==> src/rtl/rank_filter.sv <==
// Streaming rank selector: collects one frame of N_PIXELS samples and returns
// the sample of the requested rank using bubble passes in the shorter direction.
module rank_filter #(
  parameter int WIDTH    = 8,
  parameter int N_PIXELS = 9,
  parameter int RW       = (N_PIXELS > 1) ? $clog2(N_PIXELS) : 1
) (
  input  logic             CLK,
  input  logic             RST,
  input  logic             DSI,
  input  logic [WIDTH-1:0] DI,
  input  logic [RW-1:0]    RANK,
  output logic [WIDTH-1:0] DO,
  output logic             DSO,
  output logic             BUSY,
  output logic             ERR
);

  localparam int CW   = $clog2(N_PIXELS + 1);
  localparam int JMAX = (N_PIXELS > 1) ? N_PIXELS - 2 : 0;

  typedef enum logic [1:0] {
    S_IDLE,
    S_LOAD,
    S_SORT
  } state_t;

  state_t           r_state;
  state_t           w_state_nx;
  logic [WIDTH-1:0] r_buf [N_PIXELS];
  logic [CW-1:0]    r_cnt;
  logic [RW-1:0]    r_rank;
  logic             r_up;
  logic [CW-1:0]    r_np;
  logic [CW-1:0]    r_pass;
  logic [RW-1:0]    r_j;
  logic [WIDTH-1:0] r_do;
  logic             r_dso;

  logic [RW-1:0]    w_rank_sat;
  logic [CW-1:0]    w_nr;
  logic [CW-1:0]    w_r1;
  logic             w_up;
  logic [CW-1:0]    w_np;
  logic [RW-1:0]    w_jh;
  logic [WIDTH-1:0] w_a;
  logic [WIDTH-1:0] w_b;
  logic             w_swap;
  logic [RW-1:0]    w_last;
  logic             w_pass_end;
  logic             w_done;
  logic             w_err;

  // Rank saturation and choice of the cheaper extraction direction
  always_comb begin
    w_rank_sat = RANK;
    if (int'(RANK) >= N_PIXELS)
      w_rank_sat = RW'(N_PIXELS - 1);
    w_nr = CW'(N_PIXELS) - CW'(w_rank_sat);
    w_r1 = CW'(w_rank_sat) + CW'(1);
    w_up = (w_nr <= w_r1);
    w_np = w_up ? w_nr : w_r1;
  end

  always_comb begin
    w_jh       = r_j + RW'(1);
    w_a        = r_buf[r_j];
    w_b        = r_buf[w_jh];
    w_swap     = (w_a > w_b);
    w_last     = r_up ? (RW'(JMAX) - RW'(r_pass)) : RW'(r_pass);
    w_pass_end = (r_j == w_last);
    w_done     = (r_pass == r_np);
  end

  always_comb begin
    w_state_nx = r_state;
    w_err      = 1'b0;
    unique case (r_state)
      S_IDLE: begin
        if (DSI)
          w_state_nx = (N_PIXELS == 1) ? S_SORT : S_LOAD;
      end
      S_LOAD: begin
        if (DSI) begin
          if (r_cnt == CW'(N_PIXELS - 1))
            w_state_nx = S_SORT;
        end else begin
          w_err      = 1'b1;
          w_state_nx = S_IDLE;
        end
      end
      S_SORT: begin
        w_err = DSI;
        if (w_done)
          w_state_nx = S_IDLE;
      end
      default: w_state_nx = S_IDLE;
    endcase
  end

  always_ff @(posedge CLK or posedge RST) begin
    if (RST)
      r_state <= S_IDLE;
    else
      r_state <= w_state_nx;
  end

  always_ff @(posedge CLK or posedge RST) begin
    if (RST) begin
      for (int i = 0; i < N_PIXELS; i++)
        r_buf[i] <= '0;
      r_cnt  <= '0;
      r_rank <= '0;
      r_up   <= 1'b0;
      r_np   <= '0;
      r_pass <= '0;
      r_j    <= '0;
      r_do   <= '0;
      r_dso  <= 1'b0;
    end else begin
      r_dso <= 1'b0;
      unique case (r_state)
        S_IDLE: begin
          if (DSI) begin
            r_buf[0] <= DI;
            r_rank   <= w_rank_sat;
            r_up     <= w_up;
            r_np     <= w_np;
            r_cnt    <= CW'(1);
            // A single-sample frame needs no compare passes
            r_pass   <= (N_PIXELS == 1) ? w_np : '0;
            r_j      <= w_up ? '0 : RW'(JMAX);
          end
        end
        S_LOAD: begin
          if (DSI) begin
            r_buf[RW'(r_cnt)] <= DI;
            r_cnt             <= r_cnt + CW'(1);
          end
        end
        S_SORT: begin
          if (!w_done) begin
            if (w_swap) begin
              r_buf[r_j]  <= w_b;
              r_buf[w_jh] <= w_a;
            end
            if (w_pass_end) begin
              r_pass <= r_pass + CW'(1);
              r_j    <= r_up ? '0 : RW'(JMAX);
            end else begin
              r_j <= r_up ? w_jh : (r_j - RW'(1));
            end
          end else begin
            r_do  <= r_buf[r_rank];
            r_dso <= 1'b1;
          end
        end
        default: ;
      endcase
    end
  end

  assign DO   = r_do;
  assign DSO  = r_dso;
  assign BUSY = (r_state == S_SORT);
  assign ERR  = w_err;

endmodule
==> config.mk <==
export PLATFORM = sky130hd
export DESIGN_NAME = rank_filter
export DESIGN_NICKNAME = d
export VERILOG_FILES = /design/src/rtl/rank_filter.sv
export SDC_FILE = /design/constraint.sdc
export NUM_CORES = 1
export LEC_CHECK = 0
export CAP_MARGIN = 15
export CORE_UTILIZATION = 60
export DETAILED_ROUTE_END_ITERATION = 10
export GPL_ROUTABILITY_DRIVEN = 0
export PLACE_DENSITY = 0.76
export SYNTH_ARGS = -nofsm -noshare
export SYNTH_HDL_FRONTEND = slang
export SYNTH_SLANG_ARGS = --single-unit
==> constraint.sdc <==
create_clock -name CLK -period 5.5 [get_ports CLK]
set_input_delay 1.1 -clock CLK [delete_from_list [all_inputs] [get_ports CLK]]
set_output_delay 1.1 -clock CLK [all_outputs]
set_load 0.1 [all_outputs]
==> metrics.txt <==
CP Cell Sequence=buf_4, and2b_1, a22oi_1, nand2_1, o31ai_2, inv_1, ha_1, nand4_1, or3_1, o211ai_1, a21oi_2, buf_4, a32oi_2, mux2_2; actual slew at the worst max-slew pin=approximately 1.1 ns; per-cell routed wire length=roughly 25 um; Worst Hold Path Cells=2; cell taking the most area after synthesis=dfrtp_1; Crit Path Category=reg -> reg; Die X=about 120 um; CTS H-tree lvls=3; PnR Total Power=0.00515 W; crit path max fanout=28; multi-input combinational cell area=around 5500 um2; Post-CTS Hold Buffers=0; fill count=1108; Mapped Cells=890; worst relative slew slack=0.282; vias in the first global route=7213; worst vdd ir=0.000359 V; PwrDens=557 nW/um2; Crit path arrival time=5.13 ns; Max-Cap Viols=0; nets@finish=around 920; final worst setup slack=approximately 0.63 ns; CTS tree=yes; Place WS=0.867 ns; Die Span Y=~120 um; Async S/R FF share, synth=1.00; post-route ant nets=0; Worst EP required=between 5 and 6 ns; share of cells above drive strength 1=0.181; Area Overhead vs Synth=7.25%; die area=between 10000 and 15000 um2; top cell type's share of synthesized area=0.302; most common cell after layout, fill and taps aside=dfrtp_1; Syn Std Cell Area=8610 um2; total vias in the final route=~8000; crit path from=r_j[0]; Num CTS Buffers=9; total grt overflow=0; skew final=0.0179 ns; Total GRT Usage=0.375; Seq. cell area=2600 um2; Yosys warning total=0; fmax=around 0.2 GHz; clock buffer depth=2; crit path to=r_buf[36]; syn_nets=between 900 and 1000; reg2reg end=r_buf[36]; Reg2Reg Depth=14; I/O Buffers=25; top post-synthesis cells by area=dfrtp_1, mux2_2, mux4_2; min-delay worst type=reg -> reg; Synth cell types=roughly 80; # DRC=0; largest net degree at the start of global routing=73; # setup viols final=0; Detailed Place HPWL=19.7 mm; initial antenna violation count=2; most used cell, CP=buf_4; total iterations of the first detailed-routing run=9; most frequent cells in the layout=dfrtp_1, nand2_1, mux2_2; first-pass GRT wire length=41.5 mm; Initial Util=0.618; Pleak=3.96 nW; RSZ-0062 raised after global routing=no; Final min period=a little under 5 ns; Clock Pin Slew Worst Setup and Hold Paths=0.09 ns; Crit path buffers/inverters=3; Post-synth EDFFs=0; outcome=finished clean; IO Pins=26; slowest stage cell on the critical path=o31ai_2; clock latency on the worst-skew pair=around 0.37 ns; register area share after synthesis=0.302; Mapped Avg Cell Area=~9.7 um2; Initial DRC Count=about 1500; fin crit share=0.886; CTS Sinks=between 100 and 150; delay-heaviest family, CP=compound AO/OA/AOI/OAI gates; critical path startpoint category=flop; Final Hold Vio Count=0; flop-to-flop setup slack=around 0.63 ns; Seq cells post-synth=~100; count of final max-slew check failures=0; CTS root buffer=clkbuf_16; Rows=43; post-CTS resize count=0; CP Capture Type=flop; Crit path largest cell delay=0.60 ns; Detailed Route WL=approximately 27 mm; sum of negative setup slack=0 ns; Post-CTS Setup Bufs=0; vias per inst=~7.4; RR Startpoint=r_j[0]; Crit. path cell count=14; Most used DFF post-synth=dfrtp_1; core area=roughly 14000 um2
-- how the worst min path moves through the flow --
stage          startpoint       to  slack [ns]
6_report            DO[2]    DO[2]        0.48
3_3_place_gp        DO[6]    DO[6]        0.46
2_1_floorplan     r_np[3]  r_np[3]        0.47
4_1_cts             DO[2]    DO[2]        0.49
5_1_grt             DO[2]    DO[2]        0.50
3_5_place_dp        DO[2]    DO[2]        0.47
-- per-stage QoR --
step	hold slack (ns)	instances	area, um2	utilization
global placement	0.462	1046	8880	0.637
detailed placement	0.470	1046	8880	0.637
global route	0.499	1064	9230	0.663
finish	0.480	1066	9240	0.663
floorplan	0.470	890	8610	-
CTS	0.486	1062	9200	0.660
-- state kept, by name, summed over array words and instances, names as in the netlist, 2 cells and up --
| signal | cells |
|---|---|
| DO | 8 |
| r_buf | 72 |
| r_cnt | 4 |
| r_j | 4 |
| r_np | 4 |
| r_pass | 4 |
| r_rank | 4 |
| r_state | 2 |
-- worst min-delay path, delay by kind of cell (launching register included) --
family	cells	cell delay [ns]
and+or+nand+nor	1	0.05
AOI/OAI and AO/OA	1	0.06
DFF	1	0.34
-- synth_stat cells, types with 6 or more instances --
library cell / instances
xnor2_1: 8
mux4_2: 29
nor2_1: 62
dfrtp_1: 104
mux2i_1: 34
o221ai_1: 39
mux2_2: 80
o31a_1: 6
ha_1: 29
clkbuf_1: 34
inv_1: 44
a22oi_1: 8
nor2b_1: 17
a221o_1: 31
nand2_1: 98
buf_2: 11
o21ai_0: 38
nand3_1: 24
a21o_1: 9
o2bb2ai_1: 8
xor2_1: 8
a221oi_1: 7
a211oi_1: 9
and2_1: 7
o22ai_1: 7
a21oi_1: 36
-- metal layers --
| metal | share of wire | global-route usage |
|---|---|---|
| met2 | 0.42 | 0.538 |
| met1 | 0.39 | 0.518 |
| met5 | 0.00048 | 0 |
| met4 | 0.040 | 0.123 |
| met3 | 0.15 | 0.143 |
-- final cells by class --
type / count / share of cell area
Timing Repair Buffer: 36 / 0.0382
Sequential cell: 104 / 0.282
Antenna cell: 2 / 0.000542
Clock buffer: 11 / 0.0252
Tap cell: 180 / 0.0244
Inverter: 48 / 0.0198
Clock inverter: 5 / 0.00948
Multi-Input combinational cell: 680 / 0.601
-- cell families (layout without fill, tap and decap cells) --
| group | after synthesis | in the layout | share of synthesized area |
|---|---|---|---|
| and+or+nand+nor | 246 | 246 | 0.132 |
| other | 0 | 2 | 0 |
| xor gates and xnor gates | 17 | 17 | 0.0189 |
| muxes | 147 | 147 | 0.232 |
| adders and majority gates | 29 | 29 | 0.0421 |
| DFF | 104 | 104 | 0.302 |
| buffers and inverters | 106 | 100 | 0.0537 |
| AOI/OAI and AO/OA | 241 | 241 | 0.219 |
-- power breakdown --
part / switching, W / internal, W
combinational: 0.00195 / 0.00120
sequential: 0.000343 / 0.000928
clock: 0.000319 / 0.000405
total: 0.00261 / 0.00254
(Power assumes the default switching activity.)
